File: src/rtl/aes_req_arbiter.sv
// ---------------------------------------------------------------------------
// aes_req_arbiter
//
// Shares one AES core between two requesters. A request is granted
// round-robin, its plaintext and key are captured and presented to the core,
// and the core result (or a timeout error if the core never reports busy)
// is returned to the owning requester only. Arbitration is non-preemptive:
// no new grant happens until the current response has been consumed.
//
// Ports
//   clk, reset           clock, synchronous active-high reset
//   reqN_valid/data/key  request from requester N (N = 0, 1)
//   reqN_ready           request accepted this cycle (combinational)
//   respN_valid/data/err result for requester N; err marks a core timeout
//   respN_ready          requester N consumes its response
//   core_start           one-cycle start pulse to the shared core
//   core_data/core_key   captured plaintext/key, stable for the whole job
//   core_busy            core is processing
//   core_result          core output, valid once core_busy falls
//   op_count             completed non-error operations (16-bit, wraps)
//
// Parameters
//   WIDTH      data/key/ciphertext width
//   BUSY_WAIT  cycles allowed between core_start and core_busy rising
//              before the job is failed with a timeout (must be >= 1)
// ---------------------------------------------------------------------------
module aes_req_arbiter #(
    parameter int WIDTH     = 128,
    parameter int BUSY_WAIT = 8
) (
    input  logic             clk,
    input  logic             reset,

    input  logic             req0_valid,
    input  logic [WIDTH-1:0] req0_data,
    input  logic [WIDTH-1:0] req0_key,
    output logic             req0_ready,

    input  logic             req1_valid,
    input  logic [WIDTH-1:0] req1_data,
    input  logic [WIDTH-1:0] req1_key,
    output logic             req1_ready,

    output logic             resp0_valid,
    output logic [WIDTH-1:0] resp0_data,
    output logic             resp0_err,
    input  logic             resp0_ready,

    output logic             resp1_valid,
    output logic [WIDTH-1:0] resp1_data,
    output logic             resp1_err,
    input  logic             resp1_ready,

    output logic             core_start,
    output logic [WIDTH-1:0] core_data,
    output logic [WIDTH-1:0] core_key,
    input  logic             core_busy,
    input  logic [WIDTH-1:0] core_result,

    output logic [15:0]      op_count
);

    localparam int CW = (BUSY_WAIT > 1) ? $clog2(BUSY_WAIT + 1) : 1;
    localparam logic [CW-1:0] WAIT_LAST = CW'(BUSY_WAIT - 1);

    typedef enum logic [2:0] {
        IDLE,
        LAUNCH,
        WAIT_BUSY,
        RUN,
        RESP
    } state_t;

    state_t        state;
    logic          owner;       // requester that owns the job in flight
    logic          last_grant;  // requester served most recently
    logic          err_flag;    // current job ended in a timeout
    logic [CW-1:0] wait_cnt;

    logic grant_any;
    logic grant_id;
    logic resp_take;

    // Grant decision. A busy core in IDLE (e.g. still finishing a job that
    // was abandoned by reset) blocks all grants until it goes quiet.
    always_comb begin
        grant_any = 1'b0;
        grant_id  = 1'b0;
        if (!reset && state == IDLE && !core_busy) begin
            if (req0_valid && req1_valid) begin
                grant_any = 1'b1;
                grant_id  = ~last_grant;
            end else if (req0_valid) begin
                grant_any = 1'b1;
                grant_id  = 1'b0;
            end else if (req1_valid) begin
                grant_any = 1'b1;
                grant_id  = 1'b1;
            end
        end
    end

    assign req0_ready = grant_any & ~grant_id;
    assign req1_ready = grant_any &  grant_id;

    assign resp_take = owner ? resp1_ready : resp0_ready;

    always_ff @(posedge clk) begin
        if (reset) begin
            state       <= IDLE;
            owner       <= 1'b0;
            last_grant  <= 1'b1;
            err_flag    <= 1'b0;
            wait_cnt    <= '0;
            core_start  <= 1'b0;
            core_data   <= '0;
            core_key    <= '0;
            resp0_valid <= 1'b0;
            resp0_err   <= 1'b0;
            resp0_data  <= '0;
            resp1_valid <= 1'b0;
            resp1_err   <= 1'b0;
            resp1_data  <= '0;
            op_count    <= '0;
        end else begin
            core_start <= 1'b0;
            case (state)
                IDLE: begin
                    if (grant_any) begin
                        core_data  <= grant_id ? req1_data : req0_data;
                        core_key   <= grant_id ? req1_key  : req0_key;
                        owner      <= grant_id;
                        err_flag   <= 1'b0;
                        core_start <= 1'b1;
                        state      <= LAUNCH;
                    end
                end

                LAUNCH: begin
                    wait_cnt <= '0;
                    state    <= WAIT_BUSY;
                end

                WAIT_BUSY: begin
                    if (core_busy) begin
                        state <= RUN;
                    end else begin
                        wait_cnt <= wait_cnt + 1'b1;
                        if (wait_cnt == WAIT_LAST) begin
                            // Core never acknowledged: answer the owner with
                            // an error and leave its data register untouched.
                            err_flag <= 1'b1;
                            if (owner) begin
                                resp1_valid <= 1'b1;
                                resp1_err   <= 1'b1;
                            end else begin
                                resp0_valid <= 1'b1;
                                resp0_err   <= 1'b1;
                            end
                            state <= RESP;
                        end
                    end
                end

                RUN: begin
                    if (!core_busy) begin
                        if (owner) begin
                            resp1_data  <= core_result;
                            resp1_valid <= 1'b1;
                            resp1_err   <= 1'b0;
                        end else begin
                            resp0_data  <= core_result;
                            resp0_valid <= 1'b1;
                            resp0_err   <= 1'b0;
                        end
                        state <= RESP;
                    end
                end

                RESP: begin
                    if (resp_take) begin
                        resp0_valid <= 1'b0;
                        resp0_err   <= 1'b0;
                        resp1_valid <= 1'b0;
                        resp1_err   <= 1'b0;
                        if (!err_flag) begin
                            op_count <= op_count + 16'd1;
                        end
                        last_grant <= owner;
                        state      <= IDLE;
                    end
                end

                default: state <= IDLE;
            endcase
        end
    end

endmodule

File: config.mk
export PLATFORM = sky130hd
export DESIGN_NAME = aes_req_arbiter
export DESIGN_NICKNAME = d
export VERILOG_FILES = /design/src/rtl/aes_req_arbiter.sv
export SDC_FILE = /design/constraint.sdc
export NUM_CORES = 1
export LEC_CHECK = 0
export ABC_AREA = 0
export BUFFER_PORTS_ARGS = -buffer_cell sky130_fd_sc_hd__buf_2
export CELL_PAD_IN_SITES_DETAIL_PLACEMENT = 0
export CELL_PAD_IN_SITES_GLOBAL_PLACEMENT = 1
export CORE_AREA = 10 10 446 448
export CTS_BUF_LIST = sky130_fd_sc_hd__clkbuf_8
export DETAILED_ROUTE_END_ITERATION = 6
export DIE_AREA = 0 0 456 458
export PLACE_DENSITY = 0.34
export SLEW_MARGIN = 20
export SYNTH_ARGS = -nofsm -noshare
export SYNTH_HDL_FRONTEND = slang
export SYNTH_SLANG_ARGS = --single-unit
File: constraint.sdc
create_clock -name clk -period 2 [get_ports clk]
set_input_delay 0.3 -clock clk [delete_from_list [all_inputs] [get_ports clk]]
set_output_delay 0.3 -clock clk [all_outputs]
set_load 0.03 [all_outputs]
Yosys cells after proc, flatten, opt, wreduce, memory -nomap -nowiden
Index checks and enable logic that the tools add are counted.
{"block": "classes", "add_sub_neg": 2, "multipliers": 0, "div": 0, "order_cmp": 0, "eq_ne": 15, "n_shift": 0, "mux": 46, "n_bitwise": 8, "reduce_logical": 21}
{"operator": "128-bit 2-to-1 mux", "n": 2}
{"operator": "1-bit 2-to-1 mux", "n": 31}
{"operator": "2-bit != test, second input constant", "n": 9}
{"operator": "16-bit by 1-bit adder with 16-bit output, second input constant", "n": 1}
{"operator": "3-bit 2-to-1 mux", "n": 5}
{"operator": "3-bit one-hot mux with 5 select lines", "n": 1}
{"operator": "7-bit AND reduction", "n": 2}
{"operator": "1-bit one-hot mux with 3 select lines", "n": 4}
{"operator": "3-bit AND reduction", "n": 3}
{"operator": "4-bit one-hot mux with 2 select lines", "n": 1}
{"operator": "4-bit AND reduction", "n": 2}
{"operator": "3-bit by 2-bit == test with 1-bit output, second input constant", "n": 2}
{"operator": "1-bit NOT", "n": 6}
{"operator": "2-bit AND reduction", "n": 3}
{"operator": "5-bit AND reduction", "n": 1}
{"operator": "4-bit by 1-bit adder with 4-bit output, second input constant", "n": 1}
{"operator": "4-bit by 3-bit == test with 1-bit output, second input constant", "n": 1}
{"operator": "4-bit 2-to-1 mux", "n": 1}
{"operator": "2-bit nonzero test", "n": 2}
{"operator": "3-bit by 1-bit == test with 1-bit output, second input constant", "n": 1}
{"operator": "3-bit == test, second input constant", "n": 1}
{"operator": "1-bit logical AND", "n": 3}
{"operator": "3-bit logical NOT", "n": 1}
{"operator": "3-bit != test, second input constant", "n": 1}
{"operator": "other kinds (5)", "n": 7}
{"block": "totals", "reg_bits": 543, "latchBits": 0, "ram_bits": 0, "mem_bits_ro": 0, "inputBits": 647, "output_inout_bits": 535, "memories": 0}

Longest topological paths before layout
{"block": "logic_depth", "word_depth": 6, "ltp_mapped": 8}

Worst setup path after synthesis
No wires, ideal clock.
{"block": "synth_path", "path_kind": "reg-to-reg", "start": "reg state[0]", "end": "reg core_data[119]", "setup_time_ns": 0.061, "t_arrival_ns": 2.186, "setup_slack_ns": -0.247, "path_stages_with_launch": 8, "period_less_slack_ns": 2.247, "path_cell_list": "dfxtp_1 -> buf_2 -> or4_1 -> clkbuf_1 -> a2111oi_4 -> clkbuf_1 -> a222oi_1 -> inv_1"}
{"block": "synth_between", "elab_chain_len": 5}
{"item": "start: declaration", "line": "74", "text": "state_t state;"}
{"item": "start signal: assignment", "line": "110", "text": "state <= IDLE;"}
{"item": "start signal: assignment", "line": "135", "text": "state <= LAUNCH;"}
{"item": "start signal: assignment", "line": "141", "text": "state <= WAIT_BUSY;"}
{"item": "3-bit logical NOT (*)", "line": "89, 127"}
{"item": "1-bit logical AND (2 in a row)", "line": "89", "text": "if (!reset && state == IDLE && !core_busy) begin"}
{"item": "1-bit 2-to-1 mux", "line": "89"}
{"item": "128-bit 2-to-1 mux / 2-bit AND reduction (equally long branches)"}
{"item": "end signal: assignment", "line": "130", "text": "core_data <= grant_id ? req1_data : req0_data;"}
{"item": "end: declaration", "line": "55", "text": "output logic [WIDTH-1:0] core_data,"}
Mark *: on every way between the ends. The rest lies on a longest branch, timed or not.
A chain may end at the register's enable or synchronous reset.

Final worst setup path
{"block": "layout_path", "start": "reg state[2]", "end": "out req1_ready"}
{"block": "layout_between", "elab_chain_len": 5}
{"item": "3-bit logical NOT (*)", "line": "89"}
{"item": "1-bit logical AND (*) (2 in a row)", "line": "89"}
{"item": "1-bit 2-to-1 mux", "line": "89"}
{"item": "1-bit AND (*)", "line": "104", "text": "assign req1_ready = grant_any & grant_id;"}
{"item": "end: declaration", "line": "42", "text": "output logic req1_ready,"}
Marked as above.

==> run_results.csv <==
group,metric,value,unit
route,postRouteAntennaNets,0,
finish,instances_no_fill,6673,
floorplan,chipWidth,456,microns
synth,synthFlopType,"dfxtp_1",
finish,share_of_final_layout_standard_cells_stronger_than_drive_strength_1,36.3,%
synth,synth_fp_nets,2796,
finish,final_nets,4723,
sta,final_max_slew_viol_count,0,
floorplan,top_level_ports,1182,
grt,overflow,0,
flow_run,cap_viol_max_count,0,
clock_tree,ctsRootBufferMaster,"clkbuf_8",
synth,synth_area,19300,sq um
route,route.vias.total,24600,
finish,layout.core_utilization,20.4,%
synth,synthTopCellsByCount,"543 x dfxtp_1, 521 x nand2_1, 271 x a21oi_1, 264 x inv_1, 256 x a222oi_1",
power_and_ir_drop,switchingPower,9.45,mW
setup_path,critPathMaxStageDelay,590,ps
hold_path,worst_hold_startpoint,"req0_data[18]",
clock_tree,cts-root-to-sink-buffers,3,
power_and_ir_drop,power_density,761,nW/um^2
route,post_drt_via_cell_ratio,3.69,
sta,fin_worst_skew,25.4,ps
floorplan,number_of_core_rows,160,
sta,timing.max_slew.rel_slack,28.6,%
sta,fmax,365,MHz
floorplan,die_height,458,microns
synth,ys_ff_latch,543,
power_and_ir_drop,cellLeakagePower,18.6,nW
power_and_ir_drop,p_clk_share,39.3,%
setup_path,worstPathRequired,1700,ps
route,wirelength,163000,microns
synth,synth_top_area_cell,"dfxtp_1",
clock_tree,clk_pin_slew,60,ps
grt,grt_first_pass_wirelength,218000,microns
sta,setup_viol,259,
route,first_iter_violations,2238,
sta,setup_repair_after_global_routing_missed_its_margin,"yes",
floorplan,fp.dieArea,209000,sq um
synth,ys_seq_area_share,56.2,%
setup_path,regToRegStartpoint,"state[2]",
place,place_inst,5773,
route,count_of_tritonroute_iterations_in_the_first_routing_pass,7,
setup_path,cp-startpoint,"state[2]",
synth,post_synth_num_cell_types,40,
sta,post-route-worst-setup-slack,-738,ps
sta,fin_crit_sh,137,%
synth,synth_area_per_cell,9.01,sq um
clock_tree,numCtsBuffers,115,
setup_path,critical_path.endpoint_type,"output pin",
power_and_ir_drop,swShare,32.0,%
grt,global_route.usage.total,14.7,%
place,setup_ws_pre_cts,-268,ps
power_and_ir_drop,power_frac_seq,40.0,%
floorplan,floorplan.core_area,190000,sq um
place,dp_hpwl,127000,microns
synth,synth_most_common_cell,"dfxtp_1",
setup_path,crit_buf_inv,2,
finish,area_growth_syn_to_layout,100,%
setup_path,worst-setup-path-type,"reg2out",
power_and_ir_drop,comb_power_share,20.7,%
clock_tree,cts_tree,"yes",
place,port-buffer-count,1181,
synth,synth_enable_flop_cells,0,
power_and_ir_drop,power.internal,20.1,mW
setup_path,cp_data_arrival_time,2440,ps
setup_path,cp_top_family,"simple AND/OR/NAND/NOR gates",
run_status,result_of_the_run,"finished with violations",
clock_tree,clock_insertion_delay_worst_skew,860,ps
grt,largest_net_degree_at_the_start_of_global_routing,153,
synth,post_synth_main_area_contributors,"dfxtp_1 56%, a222oi_1 13%, nand2_1 10%, a21oi_1 7.0%, inv_1 5.1%",
synth,post-synth-top-area-fraction,56.2,%
grt,number_of_antenna_violations_at_the_first_check_in_global_routing,82,
setup_path,cell_with_the_biggest_individual_delay_on_the_critical_path,"or4_4",
synth,syn_inst,2147,
sta,period_minus_slack,2740,ps
route,remaining_drc_errors,8,
hold_path,holdCritPathClass,"in2reg",
power_and_ir_drop,power.ir.vdd_worst,462,uV
clock_tree,ctsHtreeMaxLevel,3,
power_and_ir_drop,post-layout-total-power,29.5,mW
floorplan,start_util,10.2,%
place,routabilityCongestion,0.861,
grt,vias_in_the_first_global_route,26100,
synth,synthesis.yosys.warnings,0,
setup_path,critical_path_peak_fanout,3,
setup_path,start_kind,"flip-flop",
clock_tree,cts.sink_count,543,
setup_path,timing.critical_path.cells,"or4_4 > a2111oi_4 > clkbuf_16 > buf_8",
synth,synth-async-reset-ratio,0,%
run_status,violations,"DRC, setup timing",
sta,finalHoldViolCount,0,
route,wl_per_cell,24.5,microns
sta,worst_slew_pin_slew,1070,ps
## cells by family after synthesis
kind of cell,synth area share (%)
adder cells (fa/ha/maj),0.129
XOR/XNOR,0.408
flip-flops,56.2
buffers and inverters,9.25
AND/OR/NAND/NOR,12.3
multiplexers,0.324
AO/OA/AOI/OAI,21.4
## tightest hold or removal path, cell delays in order
cell and delay (ps):
dlygate4sd3_1 510, buf_2 90, a222oi_1 70, inv_1 50
## per-layer routing
layer  vias up  share of wire, %  track usage [%]
li1      11400                 -                -
met4         4               3.3             5.00
met5         -             0.017                0
met1     11800                34             14.4
met3       305               7.4             4.30
met2      1145                55             29.0
## layout make-up
cell class,count,area [sq um]
Antenna cell,17,42.5
Clock buffer,132,1820
Clock inverter,56,265
Fill cell,21400,151000
Inverter,264,991
Multi-Input combinational cell,1159,6740
Sequential cell,543,10900
Tap cell,2511,3140
Timing Repair Buffer,1991,14900
## registers in the layout (all words and copies together) (netlist names), 3 cells and up
| signal | count |
|---|---|
| op_count | 16 |
| state | 3 |
| resp1_data | 128 |
| resp0_data | 128 |
| wait_cnt | 4 |
| core_data | 128 |
| core_key | 128 |
## path summary, 6_finish.rpt
check,cells past startpoint,end,slack [ps]
worst max-delay path,4,req1_ready,-740
worst min-delay path,4,core_data[18],200
worst max register to register,9,core_key[26],-540
worst min register to register,2,resp1_data[113],450
## placed cells by master (no fill, tap or decap), types with 4 or more instances in the layout
cell type         n
clkbuf_16         5
diode_2          17
o31ai_1           6
a21oi_1         271
o21ai_0           4
dlygate4sd3_1   648
dfxtp_1         537
buf_4            81
buf_16           16
bufbuf_16         7
a222oi_1        256
mux2i_1           4
nand4_1           6
clkbuf_8        132
buf_2          1176
nand3_1           5
nor2b_1           4
buf_8             5
dfxtp_2           6
nor2_1           17
nor4_1            4
nand2_1         521
or4_1             6
a211oi_1          5
clkinv_2          4
xnor2_1           8
inv_1           312
buf_12           49
## power by group through the flow
| stage | Combinational (mW) | Sequential [mW] | Clock (mW) |
|---|---|---|---|
| after floorplan | 1.09 | 13.1 | 0 |
| after global placement | 4.59 | 12.0 | 0 |
| after detailed placement | 4.58 | 12.0 | 0 |
| after CTS | 6.16 | 11.8 | 12.4 |
| after global routing | 6.46 | 11.9 | 12.7 |
| final | 6.09 | 11.8 | 11.6 |
## per-stage QoR
stage                     hold slack, ps  instance area (sq um)  TNS [ps]
final                                204                  38700   -107130
after global routing                 124                  38700   -132780
after CTS                          -77.0                  38400    -69270
after detailed placement             443                  29100    -51430
after global placement               441                  29100    -50200
after floorplan                      436                  19400    -11070
## repair_timing
item,4_1_cts,5_1_grt
endpoints found under the hold margin,521,0
gates resized for setup,34,18
pin swaps,12,15
endpoints found under the setup margin,278,355
gates cloned,16,4
hold buffers,648,0
buffers inserted,13,14
(Power assumes the default switching activity.)
